### src/rtl/eth_tx_fcs_ctrl.sv
// TX frame sequencer: forwards 32-bit beats, zero-pads short frames, feeds the CRC engine and appends the FCS.
// Non-tail beats appear one cycle after acceptance; s_ready drops while padding or emitting FCS, and m_* hold while stalled.
module eth_tx_fcs_ctrl #(
    parameter int MIN_FRAME_BYTES = 60
) (
    input  logic        clk,
    input  logic        rst,
    input  logic [31:0] s_data,
    input  logic [3:0]  s_keep,
    input  logic        s_last,
    input  logic        s_valid,
    output logic        s_ready,
    output logic [31:0] m_data,
    output logic [3:0]  m_keep,
    output logic        m_last,
    output logic        m_valid,
    input  logic        m_ready,
    output logic [31:0] crc_data,
    output logic [3:0]  crc_valid,
    output logic        crc_reset,
    input  logic [31:0] crc_value
);
    localparam int CW = $clog2(MIN_FRAME_BYTES) + 1;
    typedef logic [CW-1:0] cnt_t;
    typedef logic [CW:0]   cnt_e_t;
    localparam cnt_t   MIN_C = cnt_t'(MIN_FRAME_BYTES);
    localparam cnt_e_t MIN_E = cnt_e_t'(MIN_FRAME_BYTES);
    localparam cnt_e_t FOUR  = cnt_e_t'(4);

    typedef enum logic [1:0] {DATA, PAD, FCS_A, FCS_B} state_t;

    state_t      state, state_nxt;
    cnt_t        cnt, cnt_nxt;
    logic [31:0] tail_reg, tail_nxt;
    logic [2:0]  tail_k, tail_k_nxt;
    logic [31:0] m_data_nxt;
    logic [3:0]  m_keep_nxt;
    logic        m_last_nxt, m_valid_nxt;
    logic [31:0] crc_data_c;
    logic [3:0]  crc_valid_c;
    logic        crc_reset_c;
    logic        free;
    logic [2:0]  in_k;
    logic [31:0] s_zf;
    logic [31:0] beat_a, beat_b;
    logic [3:0]  keep_b;
    logic [1:0]  fcs_idx;
    cnt_e_t      cnt_e;

    function automatic cnt_t sat_add(input cnt_t c, input logic [2:0] n);
        cnt_e_t s;
        s = {1'b0, c} + cnt_e_t'(n);
        return (s >= MIN_E) ? MIN_C : s[CW-1:0];
    endfunction

    assign free    = !m_valid || m_ready;
    assign s_ready = rst && (state == DATA) && free;
    assign cnt_e   = {1'b0, cnt};

    always_comb begin
        case (s_keep)
            4'b0001: in_k = 3'd1;
            4'b0011: in_k = 3'd2;
            4'b0111: in_k = 3'd3;
            default: in_k = 3'd4;
        endcase
        s_zf = '0;
        for (int i = 0; i < 4; i++)
            if (s_keep[i]) s_zf[8*i +: 8] = s_data[8*i +: 8];
    end

    // Lane i of both FCS beats pulls FCS byte (i - k) mod 4, so one index serves A and B.
    always_comb begin
        beat_a  = '0;
        beat_b  = '0;
        keep_b  = '0;
        fcs_idx = '0;
        for (int i = 0; i < 4; i++) begin
            fcs_idx = 2'(i - int'(tail_k));
            if (i < int'(tail_k)) begin
                beat_a[8*i +: 8] = tail_reg[8*i +: 8];
                beat_b[8*i +: 8] = crc_value[8*fcs_idx +: 8];
                keep_b[i]        = 1'b1;
            end else begin
                beat_a[8*i +: 8] = crc_value[8*fcs_idx +: 8];
            end
        end
    end

    always_comb begin
        state_nxt   = state;
        cnt_nxt     = cnt;
        tail_nxt    = tail_reg;
        tail_k_nxt  = tail_k;
        m_data_nxt  = m_data;
        m_keep_nxt  = m_keep;
        m_last_nxt  = m_last;
        m_valid_nxt = m_valid && !m_ready;
        crc_data_c  = '0;
        crc_valid_c = '0;
        crc_reset_c = 1'b0;
        case (state)
            DATA: if (free && s_valid) begin
                if (!s_last) begin
                    m_data_nxt  = s_data;
                    m_keep_nxt  = 4'hF;
                    m_last_nxt  = 1'b0;
                    m_valid_nxt = 1'b1;
                    crc_data_c  = s_data;
                    crc_valid_c = 4'hF;
                    cnt_nxt     = sat_add(cnt, 3'd4);
                end else if (cnt_e + cnt_e_t'(in_k) >= MIN_E) begin
                    tail_nxt    = s_zf;
                    tail_k_nxt  = in_k;
                    crc_data_c  = s_zf;
                    crc_valid_c = s_keep;
                    state_nxt   = FCS_A;
                end else if (cnt_e + FOUR == MIN_E) begin
                    tail_nxt    = s_zf;
                    tail_k_nxt  = 3'd4;
                    crc_data_c  = s_zf;
                    crc_valid_c = 4'hF;
                    state_nxt   = FCS_A;
                end else begin
                    m_data_nxt  = s_zf;
                    m_keep_nxt  = 4'hF;
                    m_last_nxt  = 1'b0;
                    m_valid_nxt = 1'b1;
                    crc_data_c  = s_zf;
                    crc_valid_c = 4'hF;
                    cnt_nxt     = sat_add(cnt, 3'd4);
                    state_nxt   = PAD;
                end
            end
            PAD: if (free) begin
                crc_valid_c = 4'hF;
                if (cnt_e + FOUR == MIN_E) begin
                    tail_nxt   = '0;
                    tail_k_nxt = 3'd4;
                    state_nxt  = FCS_A;
                end else begin
                    m_data_nxt  = '0;
                    m_keep_nxt  = 4'hF;
                    m_last_nxt  = 1'b0;
                    m_valid_nxt = 1'b1;
                    cnt_nxt     = sat_add(cnt, 3'd4);
                end
            end
            FCS_A: if (free) begin
                m_data_nxt  = beat_a;
                m_keep_nxt  = 4'hF;
                m_last_nxt  = 1'b0;
                m_valid_nxt = 1'b1;
                state_nxt   = FCS_B;
            end
            FCS_B: if (free) begin
                m_data_nxt  = beat_b;
                m_keep_nxt  = keep_b;
                m_last_nxt  = 1'b1;
                m_valid_nxt = 1'b1;
                crc_reset_c = 1'b1;
                cnt_nxt     = '0;
                state_nxt   = DATA;
            end
            default: state_nxt = DATA;
        endcase
    end

    // Engine strobes are combinational so the final FCS is ready in the first FCS_A cycle.
    assign crc_data  = rst ? crc_data_c  : '0;
    assign crc_valid = rst ? crc_valid_c : '0;
    assign crc_reset = rst && crc_reset_c;

    always_ff @(posedge clk or negedge rst) begin
        if (!rst) state <= DATA;
        else      state <= state_nxt;
    end

    always_ff @(posedge clk or negedge rst) begin
        if (!rst) begin
            cnt      <= '0;
            tail_reg <= '0;
            tail_k   <= '0;
            m_data   <= '0;
            m_keep   <= '0;
            m_last   <= 1'b0;
            m_valid  <= 1'b0;
        end else begin
            cnt      <= cnt_nxt;
            tail_reg <= tail_nxt;
            tail_k   <= tail_k_nxt;
            m_data   <= m_data_nxt;
            m_keep   <= m_keep_nxt;
            m_last   <= m_last_nxt;
            m_valid  <= m_valid_nxt;
        end
    end
endmodule

### config.mk
export PLATFORM = sky130hd
export DESIGN_NAME = eth_tx_fcs_ctrl
export DESIGN_NICKNAME = d
export VERILOG_FILES = /design/src/rtl/eth_tx_fcs_ctrl.sv
export SDC_FILE = /design/constraint.sdc
export NUM_CORES = 1
export LEC_CHECK = 0
export ABC_AREA = 1
export CAP_MARGIN = 20
export CORE_ASPECT_RATIO = 1.5
export CORE_MARGIN = 1
export CORE_UTILIZATION = 54
export DETAILED_ROUTE_END_ITERATION = 10
export PLACE_DENSITY_LB_ADDON = 0.25
export SETUP_SLACK_MARGIN = 0.05
export SLEW_MARGIN = 20
export SYNTH_ARGS = -nofsm -noshare
export SYNTH_HDL_FRONTEND = slang
export SYNTH_SLANG_ARGS = --single-unit
### constraint.sdc
create_clock -name clk -period 5.2 [get_ports clk]
set_clock_uncertainty 0.15 [all_clocks]
set_input_delay 0.78 -clock clk [delete_from_list [all_inputs] [get_ports clk]]
set_output_delay 0.78 -clock clk [all_outputs]
set_load 0.01 [all_outputs]
# == Word level (Yosys, flattened, before mapping) ==
# Index checks and enable logic that the tools add are counted.
# totals
regBits,82
inputBits,73
output_inout_bits,76
elab_cells,150
# classes
add_sub_neg,6
n_lt_le_gt_ge,6
n_eq_ne,17
shift,4
mux,91
n_reduce_logical,18
# op_table
operator,n
$mux W32,18
$pmux W32 S4,1
$shiftx A32 B6 Y8,4
$mux W8,12
$pmux W32 S2,1
$mux W7,7
$mux W4,12
$pmux W7 S3,1
$mux W1,19
$ge A8 B6 Y1 const B,2
$mux W2,8
$pmux W4 S4,1
$mux W3,5
$ne A2 B2 Y1 const B,6
$reduce_and A6 Y1,2
$reduce_and A5 Y1,2
$pmux W3 S3,1
$add A7 B3 Y8,1
$add A7 B3 Y8 const B,1
$eq A8 B6 Y1 const B,1
$pmux W2 S4,1
$pmux W4 S2,1
$reduce_and A7 Y1,1
$lt A1 B3 Y1 const A,2
22 further kinds,32

# == Depth between registers and ports, before layout ==
# Gate-level depths: netlist of the first run.
# logic_depth
word_depth,9
depth_mapped,20
ltp_nobuf,19

# == Least setup slack after synthesis of the first run ==
# No wires, ideal clock.
# synth_path
path_type,input to output
startpoint,in s_keep[0]
endpoint,out crc_valid[0]
arrival_time_ps,2541
required_time_ps,4270
slack_ps,1729
path_stages,18
path_buffers,0
path_cell_list,inv_1 -> nor2_1 -> nand3_1 -> nand2_1 -> ha_1 -> inv_1 -> fa_1 -> inv_1 -> nand2_1 -> o21bai_1 -> nand2_1 -> nand2_1 -> nand2_1 -> nand2_1 -> inv_1 -> nor2_1 -> o21ai_0 -> nand2_1
# synth_via
elab_chain_cells,9
elab_cells_between_ends,11
classes_between,add/sub (1); order compare (1); eq/ne (3); mux (6)
# synth_rtl
element,line,text
start: declaration,9,"input logic [3:0] s_keep,"
"$eq A4 B3 Y1, or another cell as far along",61,case (s_keep)
$pmux W3 S3,61,
$add A7 B3 Y8,112,end else if (cnt_e + cnt_e_t'(in_k) >= MIN_E) begin
$ge A8 B6 Y1,112,
$mux W4 (*),112,
$mux W4 (*),104,if (!s_last) begin
$mux W4 (*),103,DATA: if (free && s_valid) begin
$pmux W4 S2 (*),102,case (state)
$mux W4 (*),171,assign crc_valid = rst ? crc_valid_c : '0;
end: declaration,19,"output logic [3:0] crc_valid,"
# Mark *: on every way between the ends. The rest lies on a longest branch, timed or not.

# == Worst setup path in the final report of the first run ==
# layout_path
startpoint,in s_keep[0]
endpoint,out crc_valid[2]
# layout_via
elab_chain_cells,9
elab_cells_between_ends,11
classes_between,add/sub (1); order compare (1); eq/ne (3); mux (6)
# layout_rtl
element,line
"$eq A4 B3 Y1, or another cell as far along",61
$pmux W3 S3 (*),61
$add A7 B3 Y8 (*),112
$ge A8 B6 Y1 (*),112
$mux W4 (*),112
$mux W4 (*),104
$mux W4 (*),103
$pmux W4 S2 (*),102
$mux W4 (*),171
# Marks and branches as above.

==> results.sh, run 1 <==
export IMPL_setup_violations=0
export IMPL_first_iter_violations=641
export IMPL_gr_usage_all_layers_pct=35.17
export IMPL_drv_slew=0
export IMPL_drive_above_1_share_pct=5.248
export IMPL_crit_type="in -> out"
export IMPL_yosysSeqAreaShare_pct=34.71
export IMPL_worst_ep_required_time_ns=4.27
export IMPL_cp_max_fo=4
export IMPL_syn_inst=923
export IMPL_clock_sinks=82
export IMPL_power_density_nw_per_um2=574.3
export IMPL_dp_cells=1175
export IMPL_ys_ff_latch=82
export IMPL_post_cts_buffers=0
export IMPL_antenna_found_initial=0
export IMPL_ctsHoldBuffers=0
export IMPL_start_kind="primary input"
export IMPL_n_fill_cell=922
export IMPL_hold_slack_ns=0.1413
export IMPL_hpwl_um=14010
export IMPL_cts_htree_levels=3
export IMPL_path_clk_slew_ns=0.07
export IMPL_cts_root_buf="clkbuf_16"
export IMPL_drtPass1Iterations=7
export IMPL_drc=0
export IMPL_arrival_ns=3.87
export IMPL_place_gp_congestion=0.9427
export IMPL_crit_path_end_kind="output pin"
export IMPL_avgRoutedWirePerCell_um=16.53
export IMPL_core_um2=10590
export IMPL_tightest_slew_ns=1.037
export IMPL_ant_nets=0
export IMPL_min_period_ns=4.797
export IMPL_grt_start_max_net_pins=68
export IMPL_cts_repair_resized=0
export IMPL_io_pins=149
export IMPL_fin_util_pct=73.26
export IMPL_core_rowCount=46
export IMPL_rsz0062_at_grt="false"
export IMPL_fp_dieW_um=87.43
export IMPL_hold_viol_final=0
export IMPL_hold_class="in -> async"
export IMPL_finalNonFillerCells=1192
export IMPL_synth_top_area_share_pct=34.71
export IMPL_fin_nets=1126
export IMPL_cts_made_buffers=9
export IMPL_syn_num_nets=1006
export IMPL_cap_violations=0
export IMPL_synth_area_um2=5912
export IMPL_p_leak_nw=3.829
export IMPL_area_growth_pct=31.24
export IMPL_fin_crit_sh_pct=92.25
export IMPL_num_vias=6787
export IMPL_dieHeight_um=130.2
export IMPL_vias_per_cell=5.694
export IMPL_yosysWarnings=0
export IMPL_clk_path_buf_depth=2
export IMPL_grt_pass1_vias=6400
export IMPL_syn_avg_cell_area_um2=6.405
export IMPL_grt_ovfl_total=0
export IMPL_grt_pass1_wl_um=30760
export IMPL_slew_headroom_pct=30.86
export IMPL_clkLatencyLatePin_ns=0.35
export IMPL_irDropWorstVdd_mv=0.3256
export IMPL_portBuffers=148
export IMPL_synth_top_area_cell="dfrtp_1"
export IMPL_clock_fmax_mhz=208.5
export IMPL_cts_tree="built"
export IMPL_antenna_diode_count=0
export IMPL_die_area_um2=11380
export IMPL_synth_cell_type_count=36
export IMPL_start_util_pct=55.82
export IMPL_setup_total_negative_slack_ns=0
export IMPL_run_status="finished clean"
export IMPL_finalWirelength_um=19710
export IMPL_synth_top_cells_by_area="dfrtp_1 (35%), nand2_1 (19%), nand3_1 (8.1%)"
==> Yosys cell counts <==
library cell    n
a21boi_0        1
a21o_1          1
a21oi_1        25
buf_1           2
buf_2          16
buf_4           1
buf_6           4
clkbuf_1       27
clkbuf_2        1
dfrtp_1        82
fa_1            1
ha_1            9
inv_1         104
mux2i_1         1
nand2_1       297
nand2_2         3
nand2_8         1
nand3_1        96
nand3_2         3
nand4_1        17
nor2_1         61
nor2_2          1
nor2_8          1
nor3_1         27
o2111ai_1       1
o211ai_1        3
o21a_1          1
o21ai_0        96
o21ai_1         7
o21bai_1        1
o21bai_2        1
o22ai_1        14
or2_1           1
or2_2          14
xnor2_1         1
xor2_2          1
==> layout make-up <==
cell class / instances / area, µm² / area share (%)
timing repair buffer: 160 / 1589 / 20.48
tap: 144 / 180.2 / 2.322
inverter: 104 / 390.4 / 5.031
sequential: 82 / 2052 / 26.45
multi-input combinational: 686 / 3244 / 41.82
clock buffer: 10 / 229.0 / 2.951
clock inverter: 6 / 73.82 / 0.9515
==> path summary, 6_finish.rpt <==
path,end,cells after the start,slack (ns),startpoint
min in group clk,m_data[2]$_DFFE_PN0P_,2,0.33,m_data[2]$_DFFE_PN0P_
worst min-delay path,m_data[10]$_DFFE_PN0P_,1,0.14,rst
worst max register to register,m_data[22]$_DFFE_PN0P_,11,1.80,tail_k[0]$_DFFE_PN0P_
worst max-delay path,crc_valid[2],20,0.40,s_keep[0]
worst min register to register,m_data[2]$_DFFE_PN0P_,2,0.33,m_data[2]$_DFFE_PN0P_
max in group asynchronous,m_data[27]$_DFFE_PN0P_,2,3.60,rst
==> placed cells by master, fill, tap and decap left out, drive strengths merged, types with 2 or more instances in the layout <==
cell / n
nand2: 301
clkdlybuf4s50: 147
inv: 106
o21ai: 103
nand3: 99
dfrtp: 82
nor2: 63
nor3: 27
a21oi: 25
nand4: 17
or2: 15
o22ai: 14
buf: 13
clkbuf: 10
ha: 9
o211ai: 3
clkinvlp: 2
o21bai: 2
==> through the flow <==
step                instance area, µm²  total power, mW  worst slack, ns
finish                            7759            4.456           0.4032
global route                      7759            4.799          0.07348
CTS                               7717            4.380           0.3541
detailed placement                7415            3.697           0.3659
global placement                  7415            3.641           0.4106
floorplan                         5912            2.832            1.729
==> worst max-delay path: stages <==
cell             delay [ns]
clkdlybuf4s50_1        0.48
inv_1                  0.07
nor2_1                 0.12
nand3_1                0.10
nand2_1                0.12
ha_1                   0.17
inv_1                  0.05
fa_1                   0.38
inv_1                  0.09
nand2_1                0.07
o21bai_1               0.13
nand2_1                0.06
nand2_1                0.06
nand2_1                0.07
nand2_1                0.08
inv_1                  0.08
nor2_2                 0.21
o21ai_0                0.13
nand2_1                0.09
clkdlybuf4s50_1        0.54
==> report_power, final <==
| group | leakage [nW] | switching, mW | internal [mW] |
|---|---|---|---|
| Combinational | 2.61 | 1.70 | 0.938 |
| Sequential | 1.08 | 0.241 | 0.916 |
| Clock | 0.141 | 0.283 | 0.378 |
| Total | 3.83 | 2.22 | 2.23 |
==> layer usage <==
metal / track usage, % / vias to the layer above / routed length (µm)
li1: - / 3215 / -
met1: 43.23 / 3129 / 7524
met2: 60.16 / 380 / 9777
met3: 6.199 / 63 / 1709
met4: 15.24 / 0 / 696
met5: 0 / - / 0
==> kinds of logic (layout without fill, tap and decap cells) <==
family                     count (synthesis)  count (layout)  share of synthesized area, %
buffers and inverters                    155             280                         10.77
adders and majority gates                 10              10                         2.243
and+or+nand+nor                          522             522                         38.14
xor gates and xnor gates                   2               2                        0.4234
AOI/OAI and AO/OA                        151             151                         13.55
muxes                                      1               1                        0.1693
DFF                                       82              82                         34.71
No activity file was read; power rests on OpenSTA's default activity.
==> inputs of run 2 (changes only) <==
--- a/config.mk
+++ b/config.mk
@@ -12,7 +12,6 @@
 export CORE_UTILIZATION = 54
 export DETAILED_ROUTE_END_ITERATION = 10
 export PLACE_DENSITY_LB_ADDON = 0.25
-export SETUP_SLACK_MARGIN = 0.05
 export SLEW_MARGIN = 20
 export SYNTH_ARGS = -nofsm -noshare
 export SYNTH_HDL_FRONTEND = slang
==> results of run 2 <==
Final layout, timing and power as in run 1 (identical DEF).
==> inputs of run 3 (changes only) <==
--- a/config.mk
+++ b/config.mk
@@ -5,11 +5,11 @@
 export SDC_FILE = /design/constraint.sdc
 export NUM_CORES = 1
 export LEC_CHECK = 0
-export ABC_AREA = 1
+export ABC_CLOCK_PERIOD_IN_PS = 5200
 export CAP_MARGIN = 20
 export CORE_ASPECT_RATIO = 1.5
 export CORE_MARGIN = 1
-export CORE_UTILIZATION = 54
+export CORE_UTILIZATION = 53
 export DETAILED_ROUTE_END_ITERATION = 10
 export PLACE_DENSITY_LB_ADDON = 0.25
 export SLEW_MARGIN = 20
==> run 3 against run 2 <==
  * Core utilization down 1.0 points
  * Sequential power is 7% lower
  * Via count decreased by 23%
  * Clock power fell by 10%
  * Register-to-register slack better by 0.20 ns
  * Sequential cell count is the same
  * Cell count down 31%
  * Critical path type unchanged
  * Critical endpoint is now crc_valid[0]
==> results.sh, run 3 <==
export IMPL_run_status="finished clean"
export IMPL_synth_cell_type_count=57
export IMPL_n_fill_cell=733
export IMPL_die_area_um2=10870
export IMPL_setup_total_negative_slack_ns=0
export IMPL_arrival_ns=4.00
export IMPL_ant_nets=0
export IMPL_post_place_ws_ns=0.2850
export IMPL_synth_top_cells_by_area="dfrtp_1 (37%), mux2_4 (6.0%), mux4_2 (5.7%)"
export IMPL_antenna_diode_count=0
export IMPL_slew_headroom_pct=45.84
export IMPL_gr_usage_all_layers_pct=31.76
export IMPL_synth_area_um2=5540
export IMPL_yosysWarnings=0
export IMPL_drtPass1Iterations=8
export IMPL_cts_made_buffers=9
export IMPL_syn_inst=563
export IMPL_finalNonFillerCells=822
export IMPL_portBuffers=148
export IMPL_synth_top_area_share_pct=37.04
export IMPL_final_common_cell="clkdlybuf4s50_1"
export IMPL_async_flop_share_pct=100.0
export IMPL_synth_commonest_cells="dfrtp_1 (82), o21ai_0 (44), nand2_1 (42)"
export IMPL_grt_start_max_net_pins=57
export IMPL_ctsHoldBuffers=0
export IMPL_core_rowCount=45
export IMPL_area_growth_pct=32.16
export IMPL_hold_class="in -> async"
export IMPL_grt_pass1_vias=5058
export IMPL_crit_type="in -> out"
export IMPL_cts_htree_levels=3
export IMPL_rsz0062_at_grt="false"
export IMPL_fin_crit_sh_pct=94.77
export IMPL_ys_ff_latch=82
export IMPL_clock_fmax_mhz=202.9
export IMPL_p_leak_nw=3.154
export IMPL_ys_dominant_reg_cell="dfrtp_1"
export IMPL_cpMaxStageDelayCell="clkdlybuf4s50_1"
export IMPL_grt_pass1_wl_um=26590
export IMPL_synth_edf_count=0
export IMPL_post_cts_buffers=0
export IMPL_dp_cells=806
export IMPL_tightest_slew_ns=0.8094
export IMPL_grt_ovfl_total=0
export IMPL_cap_violations=0
export IMPL_drive_above_1_share_pct=12.06
export IMPL_cts_repair_resized=0
export IMPL_clk_path_buf_depth=2
export IMPL_setup_violations=0
export IMPL_r2r_cells=10
export IMPL_num_vias=5199
export IMPL_slowest_delay_ns=0.57
export IMPL_crit_path_end_kind="output pin"
export IMPL_fp_dieW_um=85.48
export IMPL_yosysMostFrequentCell="dfrtp_1"
export IMPL_drc=0
export IMPL_syn_num_nets=646
export IMPL_start_util_pct=54.67
export IMPL_yosysSeqAreaShare_pct=37.04
export IMPL_place_gp_congestion=0.9381
export IMPL_drv_slew=0
export IMPL_worst_ep_required_time_ns=4.27
export IMPL_cts_root_buf="clkbuf_16"
export IMPL_placed_cell_area_um2=7051
export IMPL_cpMostUsedCell="a21oi_1"
export IMPL_hold_viol_final=0
export IMPL_path_clk_slew_ns=0.07
export IMPL_cp_max_fo=4
export IMPL_synth_top_area_cell="dfrtp_1"
export IMPL_final_design_area_no_fill_um2=7322
export IMPL_hpwl_um=12390
export IMPL_power_density_nw_per_um2=515.7
export IMPL_clkLatencyLatePin_ns=0.34
export IMPL_clock_sinks=82
export IMPL_mostFrequentLayoutCells="clkdlybuf4s50_1 (147), dfrtp_1 (82), o21ai_0 (43)"
export IMPL_min_period_ns=4.928
export IMPL_finalWirelength_um=16930
export IMPL_start_kind="primary input"
export IMPL_irDropWorstVdd_mv=0.3817
export IMPL_dieHeight_um=127.2
export IMPL_core_um2=10130
export IMPL_first_iter_violations=481
export IMPL_syn_avg_cell_area_um2=9.841
export IMPL_fin_ws_ns=0.2718
export IMPL_avgRoutedWirePerCell_um=20.59
export IMPL_antenna_found_initial=0
export IMPL_fin_nets=783
export IMPL_path_cells="clkdlybuf4s50_1 -> nor2b_1 -> o21ai_1 -> a21oi_1 -> ha_1 -> inv_1 -> fa_1 -> nor2b_1 -> a41oi_1 -> o211ai_1 -> a21oi_1 -> a21oi_1 -> clkdlybuf4s50_1"
export IMPL_cts_tree="built"
export IMPL_vias_per_cell=6.325
export IMPL_io_pins=149
export IMPL_hold_slack_ns=0.1956
[run 3: cell types whose count changed after synthesis, sizes merged, moves of 40 or more]
| cell | delta |
|---|---|
| inv | -71 |
| nand2 | -258 |
| o21ai | -59 |
| and2 | +40 |
| nand3 | -95 |
[run 3: power by group]
part           internal [mW]  switching (mW)  total, mW
clock network          0.324           0.269      0.594
logic                   1.00            1.10       2.10
registers              0.897           0.183       1.08
total                   2.22            1.55       3.78
[run 3: cell type report]
| type | count | area, µm² | share of cell area (%) |
|---|---|---|---|
| Multi-Input combinational cell | 419 | 3197 | 43.66 |
| Sequential cell | 82 | 2052 | 28.02 |
| Timing Repair Buffer | 155 | 1531 | 20.92 |
| Clock buffer | 10 | 229.0 | 3.127 |
| Tap cell | 117 | 146.4 | 1.999 |
| Inverter | 33 | 123.9 | 1.692 |
| Clock inverter | 6 | 42.54 | 0.5810 |
[run 3: routing by layer]
metal | vias to the layer above | routed length [µm] | track usage [%]
met4 | 0 | 692 | 16.57
met1 | 2519 | 6617 | 38.77
li1 | 2355 | - | -
met5 | - | 0 | 0
met3 | 47 | 1138 | 5.491
met2 | 278 | 8480 | 53.55
[run 3: path summary, 6_finish.rpt]
path / from / to / slack, ns
setup / recovery: s_keep[0] / crc_valid[0] / 0.27
hold / removal: rst / tail_reg[7]$_DFFE_PN0P_ / 0.20
setup reg to reg: cnt[0]$_DFFE_PN0P_ / m_data[6]$_DFFE_PN0P_ / 2.00
hold reg to reg: m_last$_DFFE_PN0P_ / m_last$_DFFE_PN0P_ / 0.35
max in group asynchronous: rst / m_data[31]$_DFFE_PN0P_ / 3.60
min in group clk: m_last$_DFFE_PN0P_ / m_last$_DFFE_PN0P_ / 0.35
[run 3: critical path: cells and delay by family]
family	cells	cell delay (ns)
buffers and inverters	3	1.16
adder cells (fa/ha/maj)	2	0.61
AND/OR/NAND/NOR	2	0.40
AO/OA/AOI/OAI	6	1.04
[run 3: stage by stage]
step | power, mW | util (%)
final | 3.776 | 72.25
after global routing | 3.998 | 72.25
after CTS | 3.750 | 72.25
after detailed placement | 3.139 | 69.57
after global placement | 3.088 | 69.57
after floorplan | 2.492 | -
[run 3: cell families after synthesis]
family | after synthesis | synth area share [%]
XOR/XNOR | 1 | 0.1581
flip-flops | 82 | 37.04
multiplexers | 67 | 17.52
adder cells (fa/ha/maj) | 10 | 2.394
AND/OR/NAND/NOR | 159 | 14.48
AO/OA/AOI/OAI | 182 | 23.15
buffers and inverters | 62 | 5.262
